**config.mk**
```make
export PLATFORM = sky130hd
export DESIGN_NAME = spi_frame_scheduler
export DESIGN_NICKNAME = d
export VERILOG_FILES = /design/src/rtl/spi_sched_pkg.sv /design/src/rtl/spi_sched_fifo.sv /design/src/rtl/spi_frame_scheduler.sv
export SDC_FILE = /design/constraint.sdc
export NUM_CORES = 1
export LEC_CHECK = 0
export ABC_AREA = 1
export CAP_MARGIN = 0
export CORE_ASPECT_RATIO = 1.1
export CORE_MARGIN = 4
export CORE_UTILIZATION = 45
export CTS_CLUSTER_SIZE = 30
export DETAILED_ROUTE_END_ITERATION = 7
export PLACE_DENSITY = 0.77
export SLEW_MARGIN = 10
export SYNTH_ARGS = -nofsm -noshare
export SYNTH_HDL_FRONTEND = slang
export SYNTH_SLANG_ARGS = --single-unit
```
**constraint.sdc**
```tcl
create_clock -name i_clk -period 2.7 [get_ports i_clk]
set_clock_uncertainty 0.15 [all_clocks]
set_input_delay 0.27 -clock i_clk [delete_from_list [all_inputs] [get_ports i_clk]]
set_output_delay 0.27 -clock i_clk [all_outputs]
set_load 0.03 [all_outputs]
```
**src/rtl/spi_sched_pkg.sv**
```systemverilog
// spi_sched_pkg: shared types and default parameters for the SPI frame scheduler.
package spi_sched_pkg;
    localparam int DEF_DATA_W        = 24;
    localparam int DEF_FIFO_DEPTH    = 4;
    localparam int DEF_GAP_CYCLES    = 2;
    localparam int DEF_START_TIMEOUT = 63;

    typedef enum logic [1:0] {
        S_IDLE,
        S_WAIT_LOW,
        S_WAIT_HIGH,
        S_GAP
    } state_t;

    typedef struct packed {
        logic                  src;
        logic [DEF_DATA_W-1:0] data;
    } entry_t;
endpackage

```
**src/rtl/spi_sched_fifo.sv**
```systemverilog
// spi_sched_fifo: synchronous tagged FIFO of {src, data} entries with level tracking.
module spi_sched_fifo
    import spi_sched_pkg::*;
#(
    parameter int DEPTH = DEF_FIFO_DEPTH
) (
    input  logic                     i_clk,
    input  logic                     i_reset_l,
    input  logic                     i_push,
    input  entry_t                   i_data,
    input  logic                     i_pop,
    output entry_t                   o_data,
    output logic                     o_full,
    output logic                     o_empty,
    output logic [$clog2(DEPTH):0]   o_level
);
    localparam int AW = $clog2(DEPTH);

    entry_t        r_mem [DEPTH];
    logic [AW-1:0] r_wr_ptr;
    logic [AW-1:0] r_rd_ptr;
    logic [AW:0]   r_level;

    always_ff @(posedge i_clk or negedge i_reset_l) begin
        if (!i_reset_l) begin
            r_wr_ptr <= '0;
            r_rd_ptr <= '0;
            r_level  <= '0;
        end else begin
            if (i_push) r_wr_ptr <= r_wr_ptr + 1'b1;
            if (i_pop) r_rd_ptr <= r_rd_ptr + 1'b1;
            r_level <= r_level + {{AW{1'b0}}, i_push} - {{AW{1'b0}}, i_pop};
        end
    end

    always_ff @(posedge i_clk) begin
        if (i_push) r_mem[r_wr_ptr] <= i_data;
    end

    assign o_data  = r_mem[r_rd_ptr];
    assign o_full  = r_level == (AW+1)'(DEPTH);
    assign o_empty = r_level == '0;
    assign o_level = r_level;
endmodule

```
**src/rtl/spi_frame_scheduler.sv**
```systemverilog
// spi_frame_scheduler: round-robin arbitration of two word sources into a FIFO that
// feeds one SPI frame at a time, with completion tracking, inter-frame gap and start timeout.
module spi_frame_scheduler
    import spi_sched_pkg::*;
#(
    parameter int DATA_W        = DEF_DATA_W,
    parameter int FIFO_DEPTH    = DEF_FIFO_DEPTH,
    parameter int GAP_CYCLES    = DEF_GAP_CYCLES,
    parameter int START_TIMEOUT = DEF_START_TIMEOUT
) (
    input  logic                          i_clk,
    input  logic                          i_reset_l,
    input  logic                          i_req0_valid,
    input  logic [DATA_W-1:0]             i_req0_data,
    input  logic                          i_req1_valid,
    input  logic [DATA_W-1:0]             i_req1_data,
    output logic                          o_req0_ready,
    output logic                          o_req1_ready,
    output logic [DATA_W-1:0]             o_spi_data_in,
    output logic                          o_spi_start,
    input  logic                          i_spi_cs_l,
    output logic                          o_frame_done,
    output logic                          o_frame_src,
    output logic [$clog2(FIFO_DEPTH):0]   o_fifo_level,
    output logic                          o_err_timeout,
    input  logic                          i_err_clr
);
    localparam int CNT_MAX = START_TIMEOUT > GAP_CYCLES ? START_TIMEOUT : GAP_CYCLES;
    localparam int CNT_W   = $clog2(CNT_MAX + 1);

    state_t             r_state;
    state_t             w_next;
    logic [CNT_W-1:0]   r_cnt;
    logic               r_rr_favor1;
    logic               r_spi_start;
    logic [DATA_W-1:0]  r_spi_data_in;
    logic               r_src;
    logic               r_frame_done;
    logic               r_frame_src;
    logic               r_err_timeout;
    logic               w_can_push;
    logic               w_gnt0;
    logic               w_gnt1;
    logic               w_pop;
    logic               w_sampling;
    logic               w_cs_low;
    logic               w_timeout;
    logic               w_done;
    logic               w_fifo_full;
    logic               w_fifo_empty;
    entry_t             w_push_entry;
    entry_t             w_head;

    // Arbiter: a full FIFO still accepts a word in the cycle it is being popped.
    always_comb begin
        w_can_push   = i_reset_l && (!w_fifo_full || w_pop);
        w_gnt0       = w_can_push && i_req0_valid && (!i_req1_valid || !r_rr_favor1);
        w_gnt1       = w_can_push && i_req1_valid && (!i_req0_valid || r_rr_favor1);
        w_push_entry = '{src: w_gnt1, data: w_gnt1 ? i_req1_data : i_req0_data};
    end

    spi_sched_fifo #(
        .DEPTH (FIFO_DEPTH)
    ) u_fifo (
        .i_clk     (i_clk),
        .i_reset_l (i_reset_l),
        .i_push    (w_gnt0 | w_gnt1),
        .i_data    (w_push_entry),
        .i_pop     (w_pop),
        .o_data    (w_head),
        .o_full    (w_fifo_full),
        .o_empty   (w_fifo_empty),
        .o_level   (o_fifo_level)
    );

    // The shared counter restarts on every state change: timeout in WAIT_LOW, gap in GAP.
    always_ff @(posedge i_clk or negedge i_reset_l) begin
        if (!i_reset_l) begin
            r_state <= S_IDLE;
            r_cnt   <= '0;
        end else begin
            r_state <= w_next;
            r_cnt   <= (w_next != r_state) ? '0 : r_cnt + 1'b1;
        end
    end

    always_comb begin
        w_next = r_state;
        case (r_state)
            S_IDLE:      w_next = w_fifo_empty ? S_IDLE : S_WAIT_LOW;
            S_WAIT_LOW:  w_next = w_cs_low ? S_WAIT_HIGH : w_timeout ? S_GAP : S_WAIT_LOW;
            S_WAIT_HIGH: w_next = w_done ? S_GAP : S_WAIT_HIGH;
            S_GAP:       w_next = (r_cnt == CNT_W'(GAP_CYCLES)) ? S_IDLE : S_GAP;
        endcase
    end

    // Chip-select is ignored during the launch cycle itself.
    always_comb begin
        w_pop      = r_state == S_IDLE && !w_fifo_empty;
        w_sampling = r_state == S_WAIT_LOW && !r_spi_start;
        w_cs_low   = w_sampling && !i_spi_cs_l;
        w_timeout  = w_sampling && i_spi_cs_l && r_cnt == CNT_W'(START_TIMEOUT - 1);
        w_done     = r_state == S_WAIT_HIGH && i_spi_cs_l;
    end

    always_ff @(posedge i_clk or negedge i_reset_l) begin
        if (!i_reset_l) begin
            r_rr_favor1   <= 1'b0;
            r_spi_start   <= 1'b0;
            r_spi_data_in <= '0;
            r_src         <= 1'b0;
            r_frame_done  <= 1'b0;
            r_frame_src   <= 1'b0;
            r_err_timeout <= 1'b0;
        end else begin
            if (w_gnt0 | w_gnt1) r_rr_favor1 <= w_gnt0;
            r_spi_start <= w_pop;
            if (w_pop) begin
                r_spi_data_in <= w_head.data;
                r_src         <= w_head.src;
            end
            r_frame_done <= w_done;
            if (w_done || w_timeout) r_frame_src <= r_src;
            r_err_timeout <= w_timeout ? 1'b1 : i_err_clr ? 1'b0 : r_err_timeout;
        end
    end

    assign o_req0_ready  = w_gnt0;
    assign o_req1_ready  = w_gnt1;
    assign o_spi_data_in = r_spi_data_in;
    assign o_spi_start   = r_spi_start;
    assign o_frame_done  = r_frame_done;
    assign o_frame_src   = r_frame_src;
    assign o_err_timeout = r_err_timeout;
endmodule
```
# After elaboration in Yosys (flattened, before gate mapping)
# Memories as Yosys holds them, arrays and structs flattened. A register that Yosys moved wholly into a read port is not among the register bits.
# Index checks and enable logic that the tools add are counted.
# Widths: inputs -> output; s select.
totals:
  regBits: 20
  mem_bits_rw: 100
  in_bits: 54
  output_inout_bits: 33
  elab_cells: 62
  memories: 1
mem_list:
  columns: ["memory", "depth", "width", "rd", "rd_ports_with_merged_regs", "wr", "line", "source"]
  rows:
  - ["u_fifo.r_mem", 4, 25, 1, 1, 1, "spi_sched_fifo.sv:19", "entry_t r_mem [DEPTH];"]
classes:
  addsub: 5
  n_eq_ne: 7
  muxes: 12
  bitwise: 1
  n_reduce_logical: 26
ops:
  columns: ["op", "count"]
  rows:
  - ["$mux 24", 1]
  - ["$logic_and 1x1->1", 11]
  - ["$logic_not 1->1", 8]
  - ["$pmux 2 s4", 1]
  - ["$add 6x1->6 const B", 1]
  - ["$eq 6x2->1 const B", 1]
  - ["$eq 6x6->1 const B", 1]
  - ["$mux 1", 6]
  - ["$mux 2", 3]
  - ["$mux 6", 1]
  - ["$add 2x1->2 const B", 2]
  - ["$eq 2x2->1 const B", 2]
  - ["$logic_or 1x1->1", 4]
  - ["$add 3x1->3", 1]
  - ["$eq 3x3->1 const B", 1]
  - ["$logic_not 3->1", 1]
  - ["$sub 3x1->3", 1]
  - ["$eq 2x1->1 const B", 1]
  - ["$logic_not 2->1", 1]
  - ["$ne 2x2->1", 1]
  - ["$reduce_bool 2->1", 1]
  - ["$or 1x1->1", 1]

# Depth between registers and ports, before layout
# Gate-level depths: netlist (run 1).
depth:
  depth_word: 10
  ltp_mapped: 12
  depth_no_buf: 12

# Modules after synthesis
# Synthesis (run 1) repeated with hierarchy kept, for this count alone.
hier_totals:
  hier_cells: 704
  area_unflattened_um2: 6592.6
modules_own_cells:
  columns: ["module", "n_inst", "cells_per_inst", "area_each_um2", "seq_area_each_um2"]
  rows:
  - ["spi_sched_fifo", 1, 438, 4652.0, 3178.0]
  - ["spi_frame_scheduler", 1, 266, 1940.6, 950.9]

# Worst setup path after synthesis (run 1)
# No wires, ideal clock.
synth_timing:
  kind: "reg-to-reg"
  start: "reg u_fifo.r_level[1], in the netlist u_fifo.o_level[1]"
  end: "mem u_fifo.r_mem[0][0] (netlist name), enable pin"
  setup_time_ns: 0.407
  t_arrival_ns: 2.218
  slack_ns: -0.075
  path_stages_with_launch: 7
  path_buffers: 0
  synth_period_minus_slack_ns: 2.775
  cell_sequence: "dfrtp_1 -> nor2_4 -> nand3_2 -> nand3_4 -> nand2_1 -> inv_2 -> nor2_1"
synth_between:
  elab_chain_len: 10
  elab_cells_between_ends: 14
  cone_classes: "1 x eq/ne; 2 x mux; 1 x bitwise; 10 x reduce/logical"
synth_rtl:
  columns: ["element", "line", "source"]
  rows:
  - ["start: declaration", "spi_sched_fifo.sv:22", "logic [AW:0] r_level;"]
  - ["start signal: assignment", "spi_sched_fifo.sv:32", "r_level <= r_level + {{AW{1'b0}}, i_push} - {{AW{1'b0}}, i_pop};"]
  - ["$logic_not 3->1", "spi_sched_fifo.sv:42", "assign o_empty = r_level == '0;"]
  - ["$logic_not 1->1", "spi_frame_scheduler.sv:99", "w_pop = r_state == S_IDLE && !w_fifo_empty;"]
  - ["$logic_and 1x1->1", "spi_frame_scheduler.sv:99", null]
  - ["$logic_or 1x1->1 *", "spi_frame_scheduler.sv:56", "w_can_push = i_reset_l && (!w_fifo_full || w_pop);"]
  - ["$logic_and 1x1->1 *", "spi_frame_scheduler.sv:56", null]
  - ["$logic_and 1x1->1 (on tied branches) (2 in a row)", "spi_frame_scheduler.sv:57, spi_frame_scheduler.sv:58", null]
  - ["$or 1x1->1 *", "spi_frame_scheduler.sv:67", ".i_push (w_gnt0 | w_gnt1),"]
  - ["$mux 1 *", "spi_sched_fifo.sv:37", "if (i_push) r_mem[r_wr_ptr] <= i_data;"]
  - ["$mux 1 (implied by the code) *", "spi_sched_fifo.sv:37", null]
  - ["end: declaration", "spi_sched_fifo.sv:19", null]
# Mark *: on every way between the ends. The rest lies on a longest branch, timed or not.

# Final worst setup path (run 1)
layout_timing:
  start: "reg r_state[1]"
  end: "out o_req0_ready"
layout_between:
  elab_chain_len: 6
layout_rtl:
  columns: ["element", "line", "source"]
  rows:
  - ["start: declaration", "spi_frame_scheduler.sv:31", "state_t r_state;"]
  - ["start signal: assignment", "spi_frame_scheduler.sv:82", "r_state <= w_next;"]
  - ["$logic_not 2->1", "spi_frame_scheduler.sv:99", null]
  - ["$logic_and 1x1->1", "spi_frame_scheduler.sv:99", null]
  - ["$logic_or 1x1->1", "spi_frame_scheduler.sv:56", null]
  - ["$logic_and 1x1->1", "spi_frame_scheduler.sv:56", null]
  - ["$logic_and 1x1->1 (2 in a row)", "spi_frame_scheduler.sv:57", "w_gnt0 = w_can_push && i_req0_valid && (!i_req1_valid || !r_rr_favor1);"]
  - ["end: declaration", "spi_frame_scheduler.sv:17", "output logic o_req0_ready,"]
# Every way passes these cells.

==> run_results.csv, run 1 <==
group,metric,value,unit
synth,syn_avg_cell_area,10.8,sq um
clocking,clockBufferDepth,2,
synth,seq_area_frac_synth,66.7,%
synth,netlist_top_cells_area,"edfxtp_1, dfrtp_1, nor2_1",
global_route,grt_pass1_wl,21500,um
synth,synth_nets,634,
worst_setup_path,worst-r2r-setup-slack,310,ps
worst_setup_path,crit_buf_inv,4,
place,dpl.hpwl,8130,um
worst_setup_path,crit_type,"register to output pin",
die,die_h,131,um
clocking,clock_sinks,145,
final_layout,nFillCells,1087,
synth,netlist_area,0.00619,sq mm
timing,slew_viol_final,0,
worst_setup_path,cp.arrival,2090,ps
clocking,postCtsSetupRepairBufs,0,
timing,relSlewSlack,43.9,%
min_path,hold_path_class,"primary input to register",
run,cap_violations,0,
clocking,cts_resized,0,
timing,finalCritPeriodShare,93.0,%
outcome,status,"finished, final reports clean",
die,dieArea,0.0157,sq mm
final_layout,layout_common_cells,"nor2_1, edfxtp_1, nand2_1",
worst_setup_path,crit_path_max_fanout,4,
global_route,gr-total-overflow,0,
synth,synth-seq-cells,145,
drt,first_pass_iters,5,
timing,finalHoldViolCount,0,
final_layout,final_cell_area,0.00781,sq mm
synth,syn-instance-count,571,
worst_setup_path,reg2regPathDepth,11,
timing,rsz0062_at_grt,"false",
drt,drc,0,
synth,yosys.area.top_type_share,48.5,%
drt,antenna_left,0,
place,place_area,0.00726,sq mm
worst_setup_path,end_kind,"output pin",
clocking,cts_buffers,17,
final_layout,diodes,0,
drt,wl_per_cell,16.0,um
synth,synth.yosys.warnings,0,
synth,ys_types,34,
drt,viasPerCell,5.10,
worst_setup_path,worstSetupStartpointType,"register",
worst_setup_path,r2r-end,"u_fifo.o_level[2]",
power_and_ir_drop,cellPowerDensity,1140,mW/mm^2
clocking,cts-root-buf,"clkbuf_16",
min_path,min_from,"i_err_clr",
clocking,htreeDepth,4,
die,start_util,46.4,%
final_layout,final_common_cell,"nor2_1",
global_route,grt_pass1_vias,4430,
drt,routed_wirelength,13800,um
drt,vias,4382,
clocking,hold_buffers,1,
min_path,holdPathEnd,"o_err_timeout",
synth,synth_area_leader_cell,"edfxtp_1",
power_and_ir_drop,vdd_drop_max,0.000506,V
clocking,tritoncts,"built",
die,dieWidth,120,um
timing,worst_pin_slew,840,ps
global_route,grt_antenna_before_repair,0,
worst_setup_path,cp.required,2280,ps
clocking,clkLatencyLatePin,420,ps
die,pin_count,87,
timing,whs,282,ps
final_layout,drive_above_1_share,12.1,%
die,rows,44,
worst_setup_path,worst_path_max_delay_cell,"clkdlybuf4s50_1",
worst_setup_path,crit_cells,7,
die,core_area,0.0133,sq mm
worst_setup_path,path_cells,"inv_2 > nand2_4 > nand3_2 > nand3_1 > buf_4 > inv_1 > clkdlybuf4s50_1",
final_layout,nets,726,
clocking,clkSlewWorstSetupHoldPaths,60,ps
min_path,min_path_cells,2,
place,io_buffers,86,
drt,drt_iter0_markers,377,
worst_setup_path,crit_family,"buffers and inverters",
place,globalplace.congestion,0.793,
power_and_ir_drop,p_leak,3.03,nW
global_route,grt_usage,17.9,%
worst_setup_path,reg2reg_from,"u_fifo.o_level[1]",
timing,period_minus_slack,2510,ps
timing,setup_viol_count_final,0,
final_layout,synthToLayoutAreaGrowth,26.2,%
worst_setup_path,slowest_delay,660,ps
global_route,grt_max_degree,52,
timing,clock.fmax,0.398,GHz
cells by family (layout without fill, tap and decap cells):
family	count (synthesis)	count (layout)	synth area share, %
buffers and inverters	50	155	4.17
and+or+nand+nor	277	277	18.0
AOI/OAI and AO/OA	84	84	8.31
adders and majority gates	9	9	1.94
DFF	145	145	66.7
xor gates and xnor gates	6	6	0.850
how the worst max path moves through the flow:
stage / start / slack (ps) / to
global placement: i_req0_valid / 170 / u_fifo.o_level[1]
detailed placement: i_req0_valid / 110 / u_fifo.o_level[2]
CTS: u_fifo.o_level[1] / 160 / o_req0_ready
finish: r_state[1] / 190 / o_req0_ready
global route: r_state[0] / 90 / o_req0_ready
floorplan: u_fifo.o_level[1] / -80 / u_fifo.r_mem[0][0]
per-layer routing:
layer / GRT usage, % / part of all wire [%] / up-vias
met2: 33.5 / 55 / 141
met3: 4.22 / 4.7 / 29
met5: 0 / 0 / -
li1: - / - / 2086
met4: 7.88 / 2.1 / 0
met1: 19.6 / 38 / 2126
report_power, final:
part           internal [W]  switching (W)  leakage [nW]  total [W]
registers           0.00302       0.000337          1.44    0.00336
logic               0.00121        0.00220          1.35    0.00341
clock network       0.00118       0.000924         0.243    0.00210
total               0.00541        0.00346          3.03    0.00887
worst register-to-register path: stages (launching register included):
cell     delay, ps
dfrtp_1        460
nor2_4         200
nand3_2        150
nand3_1        120
nand2_1        100
inv_2          130
ha_1           240
inv_1           50
ha_1           120
inv_1           40
fa_1           380
xnor2_1        140
through the flow:
| stage | util (%) | setup WS [ps] | setup TNS [ps] | std cells | total power, W |
|---|---|---|---|---|---|
| after global placement | 54.5 | 175 | 0 | 827 | 0.00662 |
| after CTS | 58.6 | 160 | 0 | 860 | 0.00893 |
| after detailed placement | 54.5 | 113 | 0 | 827 | 0.00679 |
| after floorplan | - | -75.0 | -7500 | 571 | 0.00562 |
| final | 58.6 | 188 | 0 | 860 | 0.00887 |
| after global routing | 58.6 | 92.7 | 0 | 860 | 0.00936 |
cell usage after synthesis, drive strengths merged:
| master | count |
|---|---|
| nor2 | 171 |
| edfxtp | 100 |
| nand2 | 91 |
| o21ai | 52 |
| dfrtp | 45 |
| a21oi | 27 |
| inv | 26 |
| buf | 17 |
| nand3 | 13 |
| ha | 8 |
| clkbuf | 7 |
| xnor2 | 3 |
| xor2 | 3 |
| o21bai | 2 |
| a21boi | 1 |
| fa | 1 |
| nand3b | 1 |
| nand4 | 1 |
| o211ai | 1 |
| o22ai | 1 |
state kept, by name, indices dropped and copies added, names as in the netlist:
register         cells
u_fifo.r_mem       100
o_err_timeout        1
r_cnt                6
r_state              2
u_fifo.o_level       3
u_fifo.r_wr_ptr      2
r_src                1
o_frame_done         1
o_spi_start          1
o_spi_data_in       24
r_rr_favor1          1
u_fifo.r_rd_ptr      2
o_frame_src          1
cell type report:
| type | count | area [sq um] | share of cell area, % |
|---|---|---|---|
| Clock inverter | 14 | 106 | 1.36 |
| Multi-Input combinational cell | 376 | 1810 | 23.2 |
| Clock buffer | 18 | 429 | 5.50 |
| Timing Repair Buffer | 97 | 1000 | 12.8 |
| Sequential cell | 145 | 4130 | 52.9 |
| Tap cell | 184 | 230 | 2.95 |
| Inverter | 26 | 103 | 1.31 |
Power figures use the tool's default switching activity.
==> run 2: changes to the inputs <==
--- a/config.mk
+++ b/config.mk
@@ -12,6 +12,7 @@
 export CORE_UTILIZATION = 45
 export CTS_CLUSTER_SIZE = 30
 export DETAILED_ROUTE_END_ITERATION = 7
+export GPL_ROUTABILITY_DRIVEN = 0
 export PLACE_DENSITY = 0.77
 export SLEW_MARGIN = 10
 export SYNTH_ARGS = -nofsm -noshare
==> results of run 2 <==
The final DEF is identical to that of run 1; final timing and power are the same.
